--- src/rtl/div_share_arbiter.sv ---
// Round-robin front end that time-shares one combinational divider between NREQ
// requesters, with registered operands, registered results and divide-by-zero handling.
module div_share_arbiter #(
    parameter int NREQ  = 4,
    parameter int WIDTH = 4,
    parameter int IDW   = 2
) (
    input  logic                  clk,
    input  logic                  rst,
    input  logic [NREQ-1:0]       req_valid,
    output logic [NREQ-1:0]       req_ready,
    input  logic [NREQ*WIDTH-1:0] req_dividend,
    input  logic [NREQ*WIDTH-1:0] req_divisor,
    output logic [WIDTH-1:0]      div_dividend,
    output logic [WIDTH-1:0]      div_divisor,
    input  logic [WIDTH-1:0]      div_quotient,
    input  logic [WIDTH-1:0]      div_remainder,
    output logic                  rsp_valid,
    input  logic                  rsp_ready,
    output logic [IDW-1:0]        rsp_id,
    output logic [WIDTH-1:0]      rsp_quotient,
    output logic [WIDTH-1:0]      rsp_remainder,
    output logic                  rsp_dbz
);

    typedef enum logic [1:0] {IDLE, CALC, RESP} state_t;

    state_t           state, state_nxt;
    logic [IDW-1:0]   last_grant;
    logic [IDW-1:0]   winner;
    logic [IDW-1:0]   op_id;
    logic [WIDTH-1:0] op_dividend;
    logic [WIDTH-1:0] op_divisor;
    logic             found;
    logic             accept;

    // Two descending passes: ports above last_grant overwrite ports at or below it,
    // so the lowest-numbered port after last_grant wins, wrapping around.
    always_comb begin
        // NOTE: every always_comb output gets a default first so no latch is inferred.
        winner = '0;
        found  = |req_valid;
        for (int i = NREQ - 1; i >= 0; i--) begin
            if (req_valid[i] && i <= int'(last_grant)) winner = IDW'(i);
        end
        for (int i = NREQ - 1; i >= 0; i--) begin
            if (req_valid[i] && i > int'(last_grant)) winner = IDW'(i);
        end
    end

    assign accept = (state == IDLE) && found && !rst;

    always_comb begin
        req_ready = '0;
        if (accept) req_ready[winner] = 1'b1;
    end

    always_comb begin
        state_nxt = state;
        case (state)
            IDLE:    if (accept) state_nxt = CALC;
            CALC:    state_nxt = RESP;
            RESP:    if (rsp_ready) state_nxt = IDLE;
            default: state_nxt = IDLE;
        endcase
    end

    // NOTE: sequential state uses non-blocking assignments so every register
    // samples pre-edge values regardless of process ordering.
    always_ff @(posedge clk) begin
        if (rst) state <= IDLE;
        else     state <= state_nxt;
    end

    always_ff @(posedge clk) begin
        if (rst) begin
            last_grant    <= IDW'(NREQ - 1);
            op_id         <= '0;
            op_dividend   <= '0;
            op_divisor    <= '0;
            rsp_valid     <= 1'b0;
            rsp_id        <= '0;
            rsp_quotient  <= '0;
            rsp_remainder <= '0;
            rsp_dbz       <= 1'b0;
        end else begin
            case (state)
                IDLE: begin
                    if (accept) begin
                        op_dividend <= req_dividend[int'(winner)*WIDTH +: WIDTH];
                        op_divisor  <= req_divisor[int'(winner)*WIDTH +: WIDTH];
                        op_id       <= winner;
                        last_grant  <= winner;
                    end
                end
                CALC: begin
                    rsp_valid <= 1'b1;
                    rsp_id    <= op_id;
                    // A zero divisor makes the divider output meaningless, so substitute
                    // the all-ones quotient and pass the dividend through as remainder.
                    if (op_divisor == '0) begin
                        rsp_quotient  <= '1;
                        rsp_remainder <= op_dividend;
                        rsp_dbz       <= 1'b1;
                    end else begin
                        rsp_quotient  <= div_quotient;
                        rsp_remainder <= div_remainder;
                        rsp_dbz       <= 1'b0;
                    end
                end
                RESP: begin
                    if (rsp_ready) rsp_valid <= 1'b0;
                end
                default: ;
            endcase
        end
    end

    assign div_dividend = op_dividend;
    assign div_divisor  = op_divisor;

endmodule

--- config.mk ---
export PLATFORM = sky130hd
export DESIGN_NAME = div_share_arbiter
export DESIGN_NICKNAME = d
export VERILOG_FILES = /design/src/rtl/div_share_arbiter.sv
export SDC_FILE = /design/constraint.sdc
export NUM_CORES = 1
export LEC_CHECK = 0
export ABC_AREA = 0
export BUFFER_PORTS_ARGS = -buffer_cell sky130_fd_sc_hd__buf_4
export CAP_MARGIN = 30
export CORE_MARGIN = 2
export CORE_UTILIZATION = 40
export CTS_CLUSTER_SIZE = 16
export DETAILED_ROUTE_END_ITERATION = 8
export PLACE_DENSITY = 0.71
export SLEW_MARGIN = 40
export SYNTH_ARGS = -nofsm -noshare
export SYNTH_HDL_FRONTEND = slang
export SYNTH_SLANG_ARGS = --single-unit
--- constraint.sdc ---
create_clock -name clk -period 3.97 [get_ports clk]
set_input_delay 0.794 -clock clk [delete_from_list [all_inputs] [get_ports clk]]
set_output_delay 0.794 -clock clk [all_outputs]
set_load 0.1 [all_outputs]
-- Word-level counts from Yosys, hierarchy flattened
Index checks and enable logic that the tools add are counted.
- register bits: 26
- bits of input ports: 47
- output and inout port bits: 24
- word-level logic and storage cells: 59
- $lt $le $gt $ge: 8
- eq/ne operators: 4
- shift operators: 2
- mux-type cells: 18
- reductions and logical operators: 17
- operators with widths (cell ; count):
    variable part select 16 x 5 -> 4 bit ; 2
    2-to-1 mux 2 bit ; 9
    2-to-1 mux 4 bit ; 3
    logical AND 1 bit ; 9
    case mux 2 bit (3 select lines) ; 1
    AND reduction 2 bit ; 3
    greater-than comparator 2 bit (first input constant) ; 2
    <= comparator 2 bit (first input constant) ; 2
    logical NOT 4 bit ; 1
    != test 2 bit (second input constant) ; 2
    OR reduction 4 bit ; 1
    less-than comparator 2 x 3 -> 1 bit (second input constant) ; 1
    2-to-1 mux 1 bit ; 3
    demux 1 bit (select 2 bit) ; 1
    equality test 2 x 1 -> 1 bit (second input constant) ; 1
    equality test 2 bit (second input constant) ; 1
    greater-or-equal comparator 2 x 1 -> 1 bit (second input constant) ; 1
    greater-than comparator 1 x 2 -> 1 bit (first input constant) ; 1
    <= comparator 1 x 2 -> 1 bit (first input constant) ; 1
    logical NOT 2 bit ; 1
    case mux 1 bit (2 select lines) ; 1
    nonzero test 2 bit ; 1
    logical NOT 1 bit ; 1

-- Logic depth before layout (Yosys ltp)
Gate-level depths: netlist of run 1.
- depth in word-level cells: 14
- mapped depth: 7
- mapped depth without buffers: 5

-- Worst setup path before layout of run 1
Ideal clock, no wire load.
- path type: input to output
- start: input port rst
- end: output port req_ready[1]
- arrival time: 3.469 ns
- data required time: 3.176 ns
- setup slack: -0.293 ns
- stages on the path: 5
- path buffers: 2
- cells stage by stage: buf_2 nor3_2 o41ai_4 buf_6 nor3_1
- longest elaborated chain between the ends: 3
- RTL lines (item ; line ; source):
    start: declaration ; 9 ; input logic rst,
    logical NOT 1 bit ; 51 ; assign accept = (state == IDLE) && found && !rst;
    logical AND 1 bit ; 51 ;
    2-to-1 mux 4 bit ; 55 ; if (accept) req_ready[winner] = 1'b1;
    end: declaration ; 11 ; output logic [NREQ-1:0] req_ready,
Every way passes these cells.

-- Worst setup path after layout of run 1
- start: input port rst
- end: output port req_ready[3]
The elaborated chain is that of the path after synthesis.

==> results of run 1 <==
[cell usage after synthesis, types with 2 or more instances]
master    count  area share, %
dfxtp_1      26             36
nor2_1       24            6.3
a21oi_1      16            5.6
nor3_1       13            4.6
nand2_1      11            2.9
o21ai_0      10            3.5
a311oi_1      8            4.9
a32oi_1       8            4.9
and2_1        8            3.5
clkbuf_1      7            1.8
buf_2         4            1.4
mux2i_1       4            2.8
nand2b_1      4            1.8
nor2b_1       4            1.8
a211oi_1      2            1.1
a211oi_2      2            1.8
o21bai_1      2            1.1
[power groups by stage]
stage,logic [uW],clock network [uW],registers (uW)
6_report,402,106,316
4_1_cts,404,111,316
2_1_floorplan,152,0,474
5_1_grt,425,124,320
3_3_place_gp,401,0,321
3_5_place_dp,403,0,322
[worst min-delay path by stage]
stage,end
finish,rsp_id[0]
floorplan,rsp_id[1]
global placement,rsp_id[0]
CTS,rsp_id[0]
detailed placement,rsp_id[0]
global route,rsp_dbz
[metrics by stage]
step	worst slack, ns	power (uW)	hold WS, ns
floorplan	0.372	625	0.432
detailed placement	1.11	725	0.448
global route	1.01	868	0.510
global placement	1.13	723	0.443
CTS	1.08	831	0.466
finish	1.08	824	0.463
[state kept, by name (all words and copies together), names as in the netlist]
name and count:
div_dividend 4, div_divisor 4, rsp_quotient 4, rsp_remainder 4
last_grant 2, op_id 2, rsp_id 2, state 2
rsp_dbz 1, rsp_valid 1
[area by class of cell]
class / count / area share (%)
multi-input combinational: 132 / 42.5
tap: 46 / 2.90
sequential: 26 / 26.2
timing repair buffer: 71 / 26.9
inverter: 2 / 0.379
clock buffer: 3 / 1.14
[kinds of logic after synthesis]
logic type	count (synthesis)
DFF	26
and+or+nand+nor	72
AOI/OAI and AO/OA	56
muxes	4
buffers and inverters	15
[worst reg2reg max path, delay by kind of cell, from the launching register on]
family                 cells  cell delay, ns
AND/OR/NAND/NOR            2            0.74
flip-flops                 1            0.38
AO/OA/AOI/OAI              2            0.26
buffers and inverters      1            0.20
[metal layers]
metal / vias to the layer above / global-route usage (%) / routed length, um
li1: 763 / - / -
met1: 638 / 24.0 / 1670
met2: 70 / 28.9 / 1680
met3: 12 / 3.17 / 291
met4: 0 / 7.34 / 87
met5: - / 0 / 0
==> run summary, run 1 <==
Initial Util: 42.1%
PortBufs: 70
synthesized instance count: 173
worst clock skew: 0.00376 ns
die area: 4060 sq um
die height: 63.7 um
largest net degree at the start of global routing: 27
CP Data Required Time: 3.18 ns
Slowest-stage cell, CP: buf_4
Comb pwr share: 48.8%
Clock transition at path regs: 0.13 ns
Post-Synth Adder-Cell Area: 0%
multi-input logic area: 842 sq um
Setup CP Type: in -> out
post-synthesis sequential area ratio: 36.5%
Syn Area/Cell: 8.25 sq um
Psw: 380 uW
P per Cell Area: 415 nW/um^2
Die W: 63.7 um
CP Launch Type: primary input
Tmin final: 2.89 ns
CTS root buffer: clkbuf_4
switching share of power: 46.2%
cell family with most CP delay: buffers and inverters
Worst Tran Pin Value: 0.630 ns
post-synthesis mux area share: 2.80%
crit path from: rst
via count: 1483
WP buf/inv: 3
first-pass GRT wire length: 6020 um
Sink Count: 26
largest family of logic cells by synthesized area: compound AO/OA/AOI/OAI gates
cell-internal power: 444 uW
hold wc startpoint: op_id[0]
Final setup violation count: 0
Yosys warning count: 0
register area: 520 sq um
post-route DRC violation count: 0
Lkg Pwr: 0.000843 uW
critical path's largest stage delay: 0.29 ns
Synth Flop Type: dfxtp_1
Crit. End Element: primary output
fin util: 58.5%
Ant. Diodes: 0
Simple-Gate Fraction of Synth Area: 26.0%
slew margin rel.: 57.7%
max-slew violations: 0
synth-to-layout area growth: 38.9%
FF-to-FF path depth: 5
gpl congestion: 0.808
setup bufs post-CTS: 0
CTS Buf Count: 3
CTS H-tree depth: 1
most frequent cells in the layout: 71 x buf_4, 26 x dfxtp_1, 24 x nor2_1
worst hold path class: reg -> reg
All-Layer GR Usage: 18.1%
Cell Rows: 21
FILL cells: 317
status: finished clean
Post-synth ARST share: 0%
Reg power frac: 38.3%
CTS Buffer Depth: 2
drt initial violations: 47
CTS-repair resized insts: 0
routed length per instance: 13.3 um
Post-Syn Nets: 220
total iterations of the first detailed-routing run: 4
Clock power frac: 12.9%
R2R setup slack: 2.29 ns
I/O pin cnt: 71
crit path max fanout: 26
Fin Setup TNS: 0 ns
via-per-instance ratio: 5.30
DP Area: 1960 sq um
CTS tree: done
CP Data Arrival Time: 2.10 ns
crit-path most repeated cell: buf_4
worst path cell trace: buf_4 -> nor3_2 -> o41ai_4 -> inv_2 -> nand2_1 -> nor2b_1 -> buf_4
routed wire length: 3730 um
RSZ-0062 raised after global routing: no
Synth cell types: 37
Hold Path Cell Cnt: 2
worst r2r src: state[1]
Clock Latency Late Sink: 0.31 ns
Nets: 283
Reg-to-Reg End: last_grant[0]
synthesized area: 1430 sq um
placed cell count: 277
most common cell after layout, fill and taps aside: buf_4
Achievable Freq: 346 MHz
Fin. Hold Viols: 0
hold buffers post-CTS: 0
HPWL Detailed: 2870 um
Max rail drop VDD: 116 uV
EDFF count, synth: 0
remaining global-route overflow: 0
crit share post-route: 72.8%
WP depth: 7
CP endpoint: req_ready[3]
Synth Area in Compound Gates: 29.6%
antenna violations before repair: 0
Max-Cap Viols: 0
share of layout cells above drive strength 1: 37.2%
final instance area: 1980 sq um
fin cells: 280
Post-Synth XOR/XNOR Area: 0%
FF+latch count, synth: 26
post-route ant nets: 0
placeable core area: 3390 sq um
vias in the first global route: 1325
(Power assumes the default switching activity.)
==> inputs of run 2 (changes only) <==
clock period = 3 ns   (was 3.97 ns; I/O delays follow)
==> run 2 against run 1 <==
- power is 33% higher
- cell area grew 0.63%
- clock-buffer cell count stayed put
- via count barely moved
- sequential cell count is the same
- hold slack gained 0.0027 ns
- cell count increased by 0.36%
- combinational power increased by 34%
- non-clock buffer count rose by 1
- sequential share of layout area shrank 0.16 points
==> run summary, run 2 (synthesized netlist as in run 1, its figures left out) <==
status: finished clean
CTS Buf Count: 3 (unchanged)
Tmin final: 2.53 ns
multi-input logic area: 847 sq um (+0.59%)
slew margin rel.: 56.3% (-1.4 points)
P per Cell Area: 549 nW/um^2 (+32%)
Psw: 506 uW (+33%)
switching share of power: 46.2% (about the same)
I/O pin cnt: 71 (unchanged)
CTS Buffer Depth: 2 (unchanged)
FILL cells: 324 (+2.2%)
routed length per instance: 13.4 um (+0.34%)
die height: 63.7 um (unchanged)
max-slew violations: 0 (unchanged)
crit path max fanout: 26 (unchanged)
worst hold path class: reg -> reg
CP Data Arrival Time: 1.93 ns (-0.17 ns)
Ant. Diodes: 0 (unchanged)
post-route DRC violation count: 0 (unchanged)
via count: 1482 (-0.067%)
Worst Tran Pin Value: 0.651 ns (+0.0212 ns)
Max rail drop VDD: 207 uV (+79%)
crit share post-route: 84.3%
crit path from: rst
Reg-to-Reg End: last_grant[0]
Nets: 284 (+0.35%)
CTS-repair resized insts: 0 (unchanged)
placeable core area: 3390 sq um (unchanged)
worst r2r src: state[1]
largest net degree at the start of global routing: 27 (unchanged)
register area: 520 sq um (unchanged)
WHS: 0.466 ns (+0.00266 ns)
All-Layer GR Usage: 18.5% (+0.47 points)
Final setup violation count: 0 (unchanged)
CTS H-tree depth: 1 (unchanged)
remaining global-route overflow: 0 (unchanged)
cell-internal power: 589 uW (+33%)
routed wire length: 3750 um (+0.70%)
Reg power frac: 38.1% (-0.2 points)
Clock transition at path regs: 0.13 ns (about the same)
DP Area: 1970 sq um (+0.64%)
CP endpoint: req_ready[3]
Crit. End Element: primary output
antenna violations before repair: 0 (unchanged)
Clock Latency Late Sink: 0.30 ns (about the same)
CTS tree: done
hold buffers post-CTS: 0 (unchanged)
most common cell after layout, fill and taps aside: buf_4
HPWL Detailed: 2910 um (+1.4%)
CP Data Required Time: 2.40 ns (-0.78 ns)
die area: 4060 sq um (unchanged)
post-place setup slack: 0.481 ns (-0.628 ns)
RSZ-0062 raised after global routing: no
PortBufs: 70 (unchanged)
Sink Count: 26 (unchanged)
vias in the first global route: 1392 (+5.1%)
setup bufs post-CTS: 0 (unchanged)
post-route ant nets: 0 (unchanged)
Lkg Pwr: 0.000848 uW (+0.58%)
synth-to-layout area growth: 39.8%
CTS root buffer: clkbuf_4
worst clock skew: 0.00203 ns (-0.00173 ns)
Tot Pwr: 1090 uW (+33%)
placed cell count: 278 (+0.36%)
Die W: 63.7 um (unchanged)
Clock power frac: 12.9% (about the same)
most frequent cells in the layout: 72 x buf_4, 26 x dfxtp_1, 22 x nor2_1
Comb pwr share: 49.0% (+0.2 points)
slack of the critical path: 0.470 ns (-0.609 ns)
Cell Rows: 21 (unchanged)
Achievable Freq: 395 MHz
CP Launch Type: primary input
Setup CP Type: in -> out
Initial Util: 42.1% (unchanged)
Fin. Hold Viols: 0 (unchanged)
Max-Cap Viols: 0 (unchanged)
first-pass GRT wire length: 6240 um (+3.7%)
FF-to-FF path depth: 5 (unchanged)
via-per-instance ratio: 5.27 (-0.42%)
total iterations of the first detailed-routing run: 4 (unchanged)
share of layout cells above drive strength 1: 38.3% (+1.1 points)
R2R setup slack: 1.29 ns (-1.00 ns)
gpl congestion: 0.801 (-0.88%)
fin cells: 281 (+0.36%)
drt initial violations: 66 (+40%)
final instance area: 2000 sq um (+0.63%)
[run 2: cell types whose count changed in the layout (fill, tap and decap cells not counted)]
| cell | delta |
|---|---|
| nor2_2 | +2 |
| buf_4 | +1 |
| nor2_1 | -2 |
[run 2: power by group through the flow]
| stage | logic [uW] | clock network, uW | registers [uW] |
|---|---|---|---|
| after floorplan | 203 | 0 | 627 |
| after global placement | 535 | 0 | 426 |
| after detailed placement | 538 | 0 | 426 |
| after CTS | 539 | 145 | 418 |
| after global routing | 567 | 159 | 424 |
| final | 537 | 141 | 418 |
[run 2: worst min-delay path by stage]
stage | from | endpoint | slack (ns) | cells past startpoint
2_1_floorplan | op_id[1] | rsp_id[1] | 0.43 | 2
3_3_place_gp | rsp_dbz | rsp_dbz | 0.45 | 2
6_report | rsp_dbz | rsp_dbz | 0.47 | 2
3_5_place_dp | rsp_id[1] | rsp_id[1] | 0.45 | 2
4_1_cts | rsp_id[1] | rsp_id[1] | 0.47 | 2
5_1_grt | rsp_dbz | rsp_dbz | 0.49 | 2
[run 2: cell type report]
cell class	instances	share of cell area, %
well taps	46	2.88
repair buffers	72	27.1
inverters	2	0.376
clock buffers	3	1.13
flip-flops and latches	26	26.1
multi-input cells	132	42.4
[run 2: critical path, cell delays in order]
cell and delay [ns]:
buf_4 0.20, nor3_2 0.22, o41ai_4 0.13, inv_2 0.18, nand2_1 0.17, nor2b_2 0.13, buf_4 0.29
[run 2: routing by layer]
layer | part of all wire (%) | global-route usage (%)
met5 | 0 | 0
met4 | 0.88 | 5.71
met3 | 7.7 | 1.41
met2 | 45 | 30.5
met1 | 47 | 25.8
[run 2: per-stage QoR]
step                      util [%]  TNS (ns)
after floorplan                  -   -0.0291
after global placement        58.2         0
after detailed placement      58.2         0
after CTS                     58.9         0
after global routing          58.9         0
final                         58.9         0
==> inputs of run 3 (changes only) <==
PLACE_DENSITY = 0.74   (was 0.71)
clock period = 2.25 ns   (was 3 ns; I/O delays follow)
==> run 3 against run 2 <==
- clock-buffer cell count increased by 1
- largest cell class unchanged
- register-to-register slack got worse by 0.66 ns
- sequential cell count unchanged
- critical endpoint is now req_ready[1]
- highest routed layer unchanged
- first-iteration DRC count increased by 61%
- core utilization increased by 3.2 points
==> run summary, run 3 (synthesized netlist as in run 1, its figures left out) <==
status: finished clean
die height: 63.7 um (unchanged)
HPWL Detailed: 3060 um (+5.4%)
post-place setup slack: 0.128 ns (-0.353 ns)
via-per-instance ratio: 5.32 (+0.84%)
FILL cells: 330 (+1.9%)
synth-to-layout area growth: 47.5%
crit path max fanout: 6 (-77%)
placed cell count: 285 (+2.5%)
multi-input logic area: 872 sq um (+3.0%)
CP Launch Type: flip-flop
CP Data Required Time: 1.80 ns (-0.60 ns)
Die W: 63.7 um (unchanged)
Tmin final: 2.16 ns
crit share post-route: 96.2%
remaining global-route overflow: 0 (unchanged)
Reg power frac: 36.3% (-1.8 points)
most common cell after layout, fill and taps aside: buf_4
PortBufs: 70 (unchanged)
Max-Cap Viols: 0 (unchanged)
Achievable Freq: 462 MHz
RSZ-0062 raised after global routing: no
All-Layer GR Usage: 19.9% (+1.3 points)
Lkg Pwr: 0.000900 uW (+6.1%)
Clock Latency Late Sink: 0.32 ns (+0.02 ns)
worst clock skew: 0.00513 ns (+0.00309 ns)
CTS tree: done
Clock power frac: 15.0% (+2.1 points)
I/O pin cnt: 71 (unchanged)
switching share of power: 45.0% (-1.2 points)
P per Cell Area: 727 nW/um^2 (+33%)
total iterations of the first detailed-routing run: 4 (unchanged)
worst hold path class: in -> reg
drt initial violations: 106 (+61%)
register area: 524 sq um (+0.72%)
setup bufs post-CTS: 0 (unchanged)
most frequent cells in the layout: 76 x buf_4, 25 x dfxtp_1, 22 x nor2_1
Initial Util: 42.1% (unchanged)
CTS Buffer Depth: 2 (unchanged)
routed wire length: 3880 um (+3.4%)
post-route ant nets: 0 (unchanged)
via count: 1537 (+3.7%)
Nets: 291 (+2.5%)
Fin. Hold Viols: 0 (unchanged)
die area: 4060 sq um (unchanged)
Sink Count: 26 (unchanged)
Worst Tran Pin Value: 0.673 ns (+0.0225 ns)
share of layout cells above drive strength 1: 41.2% (+2.9 points)
vias in the first global route: 1380 (-0.86%)
fin cells: 289 (+2.8%)
slew margin rel.: 54.8% (-1.5 points)
largest net degree at the start of global routing: 26 (-3.7%)
Cell Rows: 21 (unchanged)
CTS H-tree depth: 1 (unchanged)
gpl congestion: 0.854 (+6.7%)
Final setup violation count: 0 (unchanged)
Crit. End Element: primary output
CTS root buffer: clkbuf_4
Max rail drop VDD: 248 uV (+20%)
slack of the critical path: 0.0860 ns (-0.384 ns)
fin util: 62.1% (+3.2 points)
CP Data Arrival Time: 1.71 ns (-0.22 ns)
antenna violations before repair: 0 (unchanged)
cell-internal power: 842 uW (+43%)
CTS Buf Count: 3 (unchanged)
Psw: 689 uW (+36%)
Clock transition at path regs: 0.13 ns (about the same)
Ant. Diodes: 0 (unchanged)
routed length per instance: 13.4 um (+0.55%)
post-route DRC violation count: 0 (unchanged)
first-pass GRT wire length: 6510 um (+4.4%)
max-slew violations: 0 (unchanged)
Comb pwr share: 48.7% (-0.3 points)
placeable core area: 3390 sq um (unchanged)
Setup CP Type: reg -> out
-- run 3: critical path, cell delays in order (launching register included) --
cell and delay, ns:
dfxtp_1 0.39, nor3_4 0.27, o41ai_4 0.13, buf_4 0.18, nor3_4 0.19, buf_6 0.24
-- run 3: layout make-up --
type,count,share of cell area (%)
Inverter,2,0.357
Timing Repair Buffer,79,28.9
Tap cell,46,2.73
Sequential cell,26,24.9
Clock buffer,4,1.72
Multi-Input combinational cell,132,41.4
-- run 3: final timing paths --
path / start / to / slack (ns) / cells past startpoint
worst min-delay path: rsp_ready / state[1] / 0.39 / 3
worst max register to register: last_grant[1] / div_dividend[0] / 0.63 / 5
worst min register to register: op_id[0] / rsp_id[0] / 0.47 / 2
worst max-delay path: state[1] / req_ready[1] / 0.09 / 5
-- run 3: layer usage --
| metal | global-route usage, % | vias up | part of all wire [%] |
|---|---|---|---|
| li1 | - | 775 | - |
| met1 | 27.7 | 683 | 44 |
| met2 | 30.8 | 70 | 46 |
| met3 | 3.35 | 9 | 8.2 |
| met4 | 7.07 | 0 | 1.9 |
| met5 | 0 | - | 0 |
-- run 3: through the flow --
step | hold WS [ns] | setup TNS (ns) | total power [uW] | area [sq um]
finish | 0.392 | 0 | 1530 | 2110
CTS | 0.381 | 0 | 1540 | 2090
floorplan | 0.432 | -0.407 | 1110 | 1450
global placement | 0.447 | 0 | 1300 | 2040
detailed placement | 0.452 | 0 | 1310 | 2040
global route | 0.394 | 0 | 1610 | 2110
-- run 3: timing repair --
item                                    CTS  global route
hold buffers                              0             0
endpoints found under the setup margin    3             2
pin swaps                                 0             0
resized for setup                         4             5
-- run 3: power groups by stage --
stage               clock (uW)  sequential (uW)  combinational [uW]
floorplan                    0              836                 276
detailed placement           0              565                 742
finish                     229              556                 746
global placement             0              563                 737
CTS                        239              556                 747
global route               259              564                 791
